<file path="config.mk">
export PLATFORM = sky130hd
export DESIGN_NAME = wb_lsu
export DESIGN_NICKNAME = d
export VERILOG_FILES = /design/src/rtl/wb_lsu_pkg.sv /design/src/rtl/lsu_align.sv /design/src/rtl/wb_lsu.sv
export SDC_FILE = /design/constraint.sdc
export NUM_CORES = 1
export LEC_CHECK = 0
export CAP_MARGIN = 20
export CORE_ASPECT_RATIO = 0.75
export CORE_MARGIN = 1
export CORE_UTILIZATION = 40
export CTS_CLUSTER_DIAMETER = 30
export DETAILED_ROUTE_END_ITERATION = 8
export GPL_TIMING_DRIVEN = 1
export PLACE_DENSITY = 0.88
export SYNTH_ARGS = -nofsm -noshare
export SYNTH_HDL_FRONTEND = slang
export SYNTH_SLANG_ARGS = --single-unit
</file>
<file path="constraint.sdc">
create_clock -name clk -period 2.3 [get_ports clk]
set_input_delay 0.23 -clock clk [delete_from_list [all_inputs] [get_ports clk]]
set_output_delay 0.23 -clock clk [all_outputs]
set_load 0.05 [all_outputs]
</file>
<file path="src/rtl/wb_lsu_pkg.sv">
// Shared definitions for the write-back / load-store stage: ld_st_info field
// positions, access-size encodings, datapath width and the FSM state type.
package wb_lsu_pkg;

  localparam int XLEN = 32;

  // ld_st_info bit positions, shared with the EX and MEM stages
  localparam int LS_LOAD     = 0;
  localparam int LS_STORE    = 1;
  localparam int LS_SIZE_LSB = 2;
  localparam int LS_UNSIGNED = 4;

  localparam logic [1:0] SIZE_B = 2'd0;
  localparam logic [1:0] SIZE_H = 2'd1;
  localparam logic [1:0] SIZE_W = 2'd2;

  typedef enum logic [1:0] {
    ST_IDLE = 2'd0,
    ST_REQ  = 2'd1,
    ST_RESP = 2'd2,
    ST_DONE = 2'd3
  } wb_state_e;

  // Unused size encoding 3 is treated like a word access.
  function automatic logic is_misaligned(input logic [1:0] size, input logic [1:0] addr_lo);
    case (size)
      SIZE_B:  return 1'b0;
      SIZE_H:  return addr_lo[0];
      default: return addr_lo != 2'b00;
    endcase
  endfunction

endpackage

</file>
<file path="src/rtl/lsu_align.sv">
// Combinational data alignment: store replication and byte strobes, load
// extraction with sign/zero extension, and misalignment detection.
module lsu_align
  import wb_lsu_pkg::*;
(
  input  logic [1:0]      in_size,
  input  logic [1:0]      in_addr_lo,
  output logic            misalign,
  input  logic [1:0]      size,
  input  logic            uns,
  input  logic [1:0]      addr_lo,
  input  logic            is_store,
  input  logic [XLEN-1:0] st_data,
  output logic [XLEN-1:0] wdata,
  output logic [3:0]      wstrb,
  input  logic [XLEN-1:0] rdata,
  output logic [XLEN-1:0] ld_data
);

  logic [XLEN-1:0] shifted;

  always_comb begin
    misalign = is_misaligned(in_size, in_addr_lo);
    shifted  = rdata >> {addr_lo, 3'b000};
    wdata    = st_data;
    wstrb    = 4'b1111;
    ld_data  = shifted;
    case (size)
      SIZE_B: begin
        wdata   = {4{st_data[7:0]}};
        wstrb   = 4'b0001 << addr_lo;
        ld_data = {{(XLEN-8){~uns & shifted[7]}}, shifted[7:0]};
      end
      SIZE_H: begin
        wdata   = {2{st_data[15:0]}};
        wstrb   = 4'b0011 << addr_lo;
        ld_data = {{(XLEN-16){~uns & shifted[15]}}, shifted[15:0]};
      end
      default: ;
    endcase
    if (!is_store) wstrb = 4'b0000;
  end

endmodule

</file>
<file path="src/rtl/wb_lsu.sv">
// Write-back stage with integrated load/store unit: one instruction at a time,
// request/grant then response on the data bus, single register-file write.
module wb_lsu
  import wb_lsu_pkg::*;
(
  input  logic            clk,
  input  logic            rst,
  input  logic            flush_i,
  input  logic            MEM_valid_i,
  output logic            WB_ready_o,
  input  logic [XLEN-1:0] MEM_pc_i,
  input  logic [4:0]      MEM_ld_st_info_i,
  input  logic            MEM_rd_wen_i,
  input  logic [4:0]      MEM_rd_idx_i,
  input  logic [XLEN-1:0] MEM_fwd_data_i,
  input  logic [XLEN-1:0] MEM_alu_res_i,
  input  logic [XLEN-1:0] MEM_rs2_rdata_i,
  output logic            dbus_req_o,
  output logic            dbus_we_o,
  output logic [XLEN-1:0] dbus_addr_o,
  output logic [XLEN-1:0] dbus_wdata_o,
  output logic [3:0]      dbus_wstrb_o,
  input  logic            dbus_gnt_i,
  input  logic            dbus_rvalid_i,
  input  logic [XLEN-1:0] dbus_rdata_i,
  input  logic            dbus_err_i,
  output logic            WB_valid_o,
  output logic [XLEN-1:0] WB_pc_o,
  output logic            WB_rd_wen_o,
  output logic [4:0]      WB_rd_idx_o,
  output logic [XLEN-1:0] WB_rd_wdata_o,
  output logic            WB_ld_misalign_o,
  output logic            WB_st_misalign_o,
  output logic            WB_bus_err_o,
  output logic [1:0]      dbg_state_o
);

  // Handshake: an instruction moves in on a clock edge where WB_ready_o and
  // MEM_valid_i are both high and flush_i is low; a bus request is taken on an
  // edge where dbus_req_o and dbus_gnt_i are both high, and its single
  // response arrives on an edge with dbus_rvalid_i high while in RESP.

  wb_state_e       state;
  logic [XLEN-1:0] pc_q, fwd_q, addr_q, rs2_q, ld_data_q;
  logic [1:0]      size_q;
  logic [4:0]      rd_idx_q;
  logic            uns_q, load_q, store_q, rd_wen_q;
  logic            ld_mis_q, st_mis_q, bus_err_q, killed_q;
  logic            accept, in_mem, in_mis, wb_valid;
  logic [XLEN-1:0] st_wdata, ld_data;
  logic [3:0]      st_wstrb;

  lsu_align u_align (
    .in_size    (MEM_ld_st_info_i[LS_SIZE_LSB +: 2]),
    .in_addr_lo (MEM_alu_res_i[1:0]),
    .misalign   (in_mis),
    .size       (size_q),
    .uns        (uns_q),
    .addr_lo    (addr_q[1:0]),
    .is_store   (store_q),
    .st_data    (rs2_q),
    .wdata      (st_wdata),
    .wstrb      (st_wstrb),
    .rdata      (dbus_rdata_i),
    .ld_data    (ld_data)
  );

  assign WB_ready_o = (state == ST_IDLE) || (state == ST_DONE);
  assign accept     = WB_ready_o && MEM_valid_i && !flush_i;
  assign in_mem     = MEM_ld_st_info_i[LS_LOAD] || MEM_ld_st_info_i[LS_STORE];

  always_ff @(posedge clk) begin
    if (rst) begin
      state     <= ST_IDLE;
      pc_q      <= '0;
      fwd_q     <= '0;
      addr_q    <= '0;
      rs2_q     <= '0;
      ld_data_q <= '0;
      size_q    <= '0;
      rd_idx_q  <= '0;
      uns_q     <= 1'b0;
      load_q    <= 1'b0;
      store_q   <= 1'b0;
      rd_wen_q  <= 1'b0;
      ld_mis_q  <= 1'b0;
      st_mis_q  <= 1'b0;
      bus_err_q <= 1'b0;
      killed_q  <= 1'b0;
    end else begin
      case (state)
        ST_IDLE, ST_DONE: begin
          // DONE retires unconditionally this cycle; a new accept may overlap it
          if (accept) begin
            pc_q      <= MEM_pc_i;
            load_q    <= MEM_ld_st_info_i[LS_LOAD];
            store_q   <= MEM_ld_st_info_i[LS_STORE];
            size_q    <= MEM_ld_st_info_i[LS_SIZE_LSB +: 2];
            uns_q     <= MEM_ld_st_info_i[LS_UNSIGNED];
            rd_idx_q  <= MEM_rd_idx_i;
            fwd_q     <= MEM_fwd_data_i;
            addr_q    <= MEM_alu_res_i;
            rs2_q     <= MEM_rs2_rdata_i;
            ld_data_q <= '0;
            rd_wen_q  <= MEM_rd_wen_i && !(in_mem && in_mis);
            ld_mis_q  <= MEM_ld_st_info_i[LS_LOAD] && in_mis;
            st_mis_q  <= MEM_ld_st_info_i[LS_STORE] && in_mis;
            bus_err_q <= 1'b0;
            killed_q  <= 1'b0;
            state     <= (in_mem && !in_mis) ? ST_REQ : ST_DONE;
          end else begin
            state <= ST_IDLE;
          end
        end
        ST_REQ: begin
          // once granted, the bus owes a response even if we were flushed
          if (dbus_gnt_i) begin
            killed_q <= flush_i;
            state    <= ST_RESP;
          end else if (flush_i) begin
            state <= ST_IDLE;
          end
        end
        ST_RESP: begin
          if (flush_i) killed_q <= 1'b1;
          if (dbus_rvalid_i) begin
            if (killed_q || flush_i) begin
              state <= ST_IDLE;
            end else begin
              ld_data_q <= ld_data;
              bus_err_q <= dbus_err_i;
              if (dbus_err_i) rd_wen_q <= 1'b0;
              state <= ST_DONE;
            end
          end
        end
        default: state <= ST_IDLE;
      endcase
    end
  end

  assign dbus_req_o   = (state == ST_REQ);
  assign dbus_we_o    = dbus_req_o && store_q;
  assign dbus_addr_o  = dbus_req_o ? {addr_q[XLEN-1:2], 2'b00} : '0;
  assign dbus_wdata_o = dbus_req_o ? st_wdata : '0;
  assign dbus_wstrb_o = dbus_req_o ? st_wstrb : 4'b0000;

  assign wb_valid         = (state == ST_DONE) && !flush_i;
  assign WB_valid_o       = wb_valid;
  assign WB_pc_o          = wb_valid ? pc_q : '0;
  assign WB_rd_wen_o      = wb_valid && rd_wen_q && (rd_idx_q != 5'd0);
  assign WB_rd_idx_o      = wb_valid ? rd_idx_q : 5'd0;
  assign WB_rd_wdata_o    = wb_valid ? (load_q ? ld_data_q : fwd_q) : '0;
  assign WB_ld_misalign_o = wb_valid && ld_mis_q;
  assign WB_st_misalign_o = wb_valid && st_mis_q;
  assign WB_bus_err_o     = wb_valid && bus_err_q;
  assign dbg_state_o      = state;

endmodule

</file>
==> results.py <==
metrics = {
    "outcome": {
        "outcome": "completed",
    },
    "min_path": {
        "min_to": "rs2_q[21]$_SDFFE_PP0P_",
        "min_path_cells": 3,
        "hold_class": "in2reg",
        "hp-start": "MEM_rs2_rdata_i[21]",
    },
    "global_routing": {
        "grt-busiest-layer": "met2",
        "grt_pass1_wl_um": 43800,
        "grt_overflow": 0,
        "met1_usage_pct": 31.1,
        "grt_pass1_vias": 8153,
        "met3_usage_pct": 8.89,
        "met2_usage_pct": 43.6,
        "antenna_found_initial": 2,
        "grt_max_degree": 92,
        "track_usage_pct": 26.1,
    },
    "timing": {
        "holdWs_ps": 338,
        "fin_crit_sh_pct": 94.2,
        "rsz0062_at_grt": "false",
        "tightest_slew_ps": 1020,
        "slew_violations": 0,
        "fin_crit_ps": 2170,
        "setup_viol": 0,
        "max_freq_mhz": 462,
        "finClkSkew_ps": 15.5,
        "slew-limit-headroom_pct": 32.1,
        "hold_violations": 0,
    },
    "route": {
        "routed_via_density": 5.18,
        "wirelength_um": 28300,
        "wl_per_cell_um": 17.4,
        "drt_iter0_drc": 621,
        "firstDrtPassIters": 5,
        "ant_nets": 0,
        "vias": 8441,
        "drc": 0,
    },
    "place": {
        "place_hpwl_um": 20800,
        "place_inst": 1595,
        "port_buffers": 322,
        "gp_congestion": 0.918,
        "place_area_um2": 12700,
    },
    "worst_setup_path": {
        "critPathCaptureType": "output pin",
        "arrival_ps": 1940,
        "critPathRequiredTime_ps": 2070,
        "crit_type": "reg2out",
        "max_stage_delay_ps": 440,
        "start_kind": "flip-flop",
        "r2r-end": "ld_data_q[8]$_SDFFE_PP0P_",
        "critPathMaxFanout": 10,
        "cpMaxStageDelayCell": "dfxtp_1",
        "r2r_slack_ps": 270,
        "r2r.worst_path.cells": 4,
        "path_cells": "nor2_1, buf_4, nand2_1, a21boi_2, buf_12",
        "r2r_start": "addr_q[0]$_SDFFE_PP0P_",
    },
    "cts": {
        "clkSlewWorstSetupHoldPaths_ps": 70,
        "numCtsBuffers": 17,
        "ctsRootBufferMaster": "clkbuf_16",
        "tritoncts": "done",
        "clockBufferDepth": 2,
        "cts_hold_buf": 0,
        "numClockSinks": 177,
        "htree_levels": 4,
        "insertion_delay_ps": 430,
    },
    "yosys": {
        "ys_seq_elements": 177,
        "synthFlopType": "dfxtp_1",
        "synth_xor_area_share_pct": 0.105,
        "synthDistinctLibCells": 50,
        "synth-async-reset-ratio_pct": 0,
        "yosysTopAreaCell": "dfxtp_1",
        "yosysTopAreaCellShare_pct": 42.4,
        "syn_area_um2": 8350,
        "synth_area_leaders": "dfxtp_1 (42%), nand2_1 (14%), a21oi_1 (8.7%)",
        "syn_inst": 1056,
        "seq_area_frac_synth_pct": 42.4,
        "synthMuxAreaShare_pct": 10.3,
        "synth_compound_area_share_pct": 16.1,
        "yosysWarnings": 0,
        "synth_edf_count": 0,
        "synth.avg_cell_area_um2": 7.91,
        "synth_top_family_by_area": "simple AND/OR/NAND/NOR gates",
        "yosys.area_share.simple_pct": 25.5,
        "synth_adder_area_share_pct": 0.449,
    },
    "run": {
        "cap_violations": 0,
    },
    "floorplan": {
        "dieHeight_um": 127,
        "dieWidth_um": 169,
        "die_area_um2": 21500,
        "rows": 45,
        "initial_core_util_pct": 41.1,
        "fp.coreArea_um2": 20300,
        "io_pins": 325,
    },
    "layout": {
        "finalNetCount": 1514,
        "layout_common_cells": "nand2_1 (307), clkdlybuf4s50_1 (178), dfxtp_1 (174)",
        "layout.cells.non_filler": 1630,
        "syn_to_final_growth_pct": 59.3,
        "fin_util_pct": 65.5,
        "layout-drive-gt1-share_pct": 18.9,
        "final_common_cell": "nand2_1",
        "final_cell_area_um2": 13300,
    },
    "power_and_ir_drop": {
        "leakagePower_uw": 0.00506,
        "powerDensity_nw_per_um2": 588,
        "p_total_uw": 7830,
        "peakVddDrop_uv": 519,
    },
}
==> registers in the layout, summed over array words and instances (netlist names), 2 cells and up <==
register,cells
addr_q,32
dbg_state_o,2
fwd_q,32
ld_data_q,32
pc_q,32
rd_idx_q,5
rs2_q,32
size_q,2
==> kinds of logic after synthesis <==
logic type / after synthesis
simple gates: 484
compound gates: 216
flops: 177
buf+inv: 99
mux: 75
fa+ha+maj: 3
other cells: 1
xor+xnor: 1
==> layout make-up <==
type                    instances  area, µm²
clock buffers                  19        443
well taps                     282        353
inverters                       7       30.0
repair buffers                349       4280
clock inverters                13        176
flip-flops and latches        177       3550
multi-input cells             781       4470
fillers                      1627       7020
diodes                          2       5.00
==> timing repair <==
action,CTS,global route
setup buffers,0,1
resized for setup,1,1
setup endpoints to repair,1,10
pin swaps,0,0
==> cell usage after synthesis (2+ instances only) <==
cell      number
mux2_2         9
mux2i_1       58
and3_1         2
buf_2         13
nand2_1      308
a22oi_1        9
o211a_1        8
and2_1        79
nor2b_1       10
buf_1         10
nor2_1        65
mux4_2         8
inv_1          6
a221oi_1       2
dfxtp_1      177
nand3_1        2
clkbuf_1      63
buf_6          3
nand2b_1       5
a221o_2        2
ha_1           3
a22o_1         8
a21oi_1      146
or2_2          2
nor3b_2        2
o21ai_0        4
a21boi_0       8
a221o_1       13
a211o_1        9
buf_4          2
==> critical path: cells and delay by family, from the launching register on <==
family | cells | cell delay [ps]
AOI/OAI and AO/OA | 1 | 230
and+or+nand+nor | 2 | 420
buffers and inverters | 2 | 410
DFF | 1 | 440
==> where the power goes <==
group | internal, µW | switching (µW)
Clock | 1770 | 1300
Sequential | 3220 | 106
Combinational | 691 | 744
Total | 5670 | 2150
==> routing by layer <==
layer	wire length, µm	part of all wire [%]	up-vias
met5	0	0	-
met4	583	2.1	0
met3	2560	9.0	41
met2	13600	48	354
met1	11600	41	3983
li1	-	-	4063
==> metrics by stage <==
stage	setup TNS (ps)	setup WS [ps]
floorplan	-334	-136
global placement	0	234
detailed placement	0	186
CTS	0	17.5
global route	0	24.6
finish	0	134
==> worst max-delay path by stage <==
| stage | from | endpoint | slack, ps | cells past startpoint |
|---|---|---|---|---|
| 6_report | size_q[1]$_SDFFE_PP0P_ | dbus_wdata_o[12] | 130 | 5 |
| 5_1_grt | size_q[1]$_SDFFE_PP0P_ | dbus_wdata_o[12] | 20 | 5 |
| 4_1_cts | size_q[1]$_SDFFE_PP0P_ | dbus_wdata_o[27] | 20 | 4 |
| 3_5_place_dp | flush_i | ld_data_q[22]$_SDFFE_PP0P_ | 190 | 5 |
| 3_3_place_gp | flush_i | ld_data_q[22]$_SDFFE_PP0P_ | 230 | 5 |
| 2_1_floorplan | dbg_state_o[1]$_SDFFE_PP0P_ | dbus_wstrb_o[2] | -140 | 5 |
No activity file was read; power rests on OpenSTA's default activity.
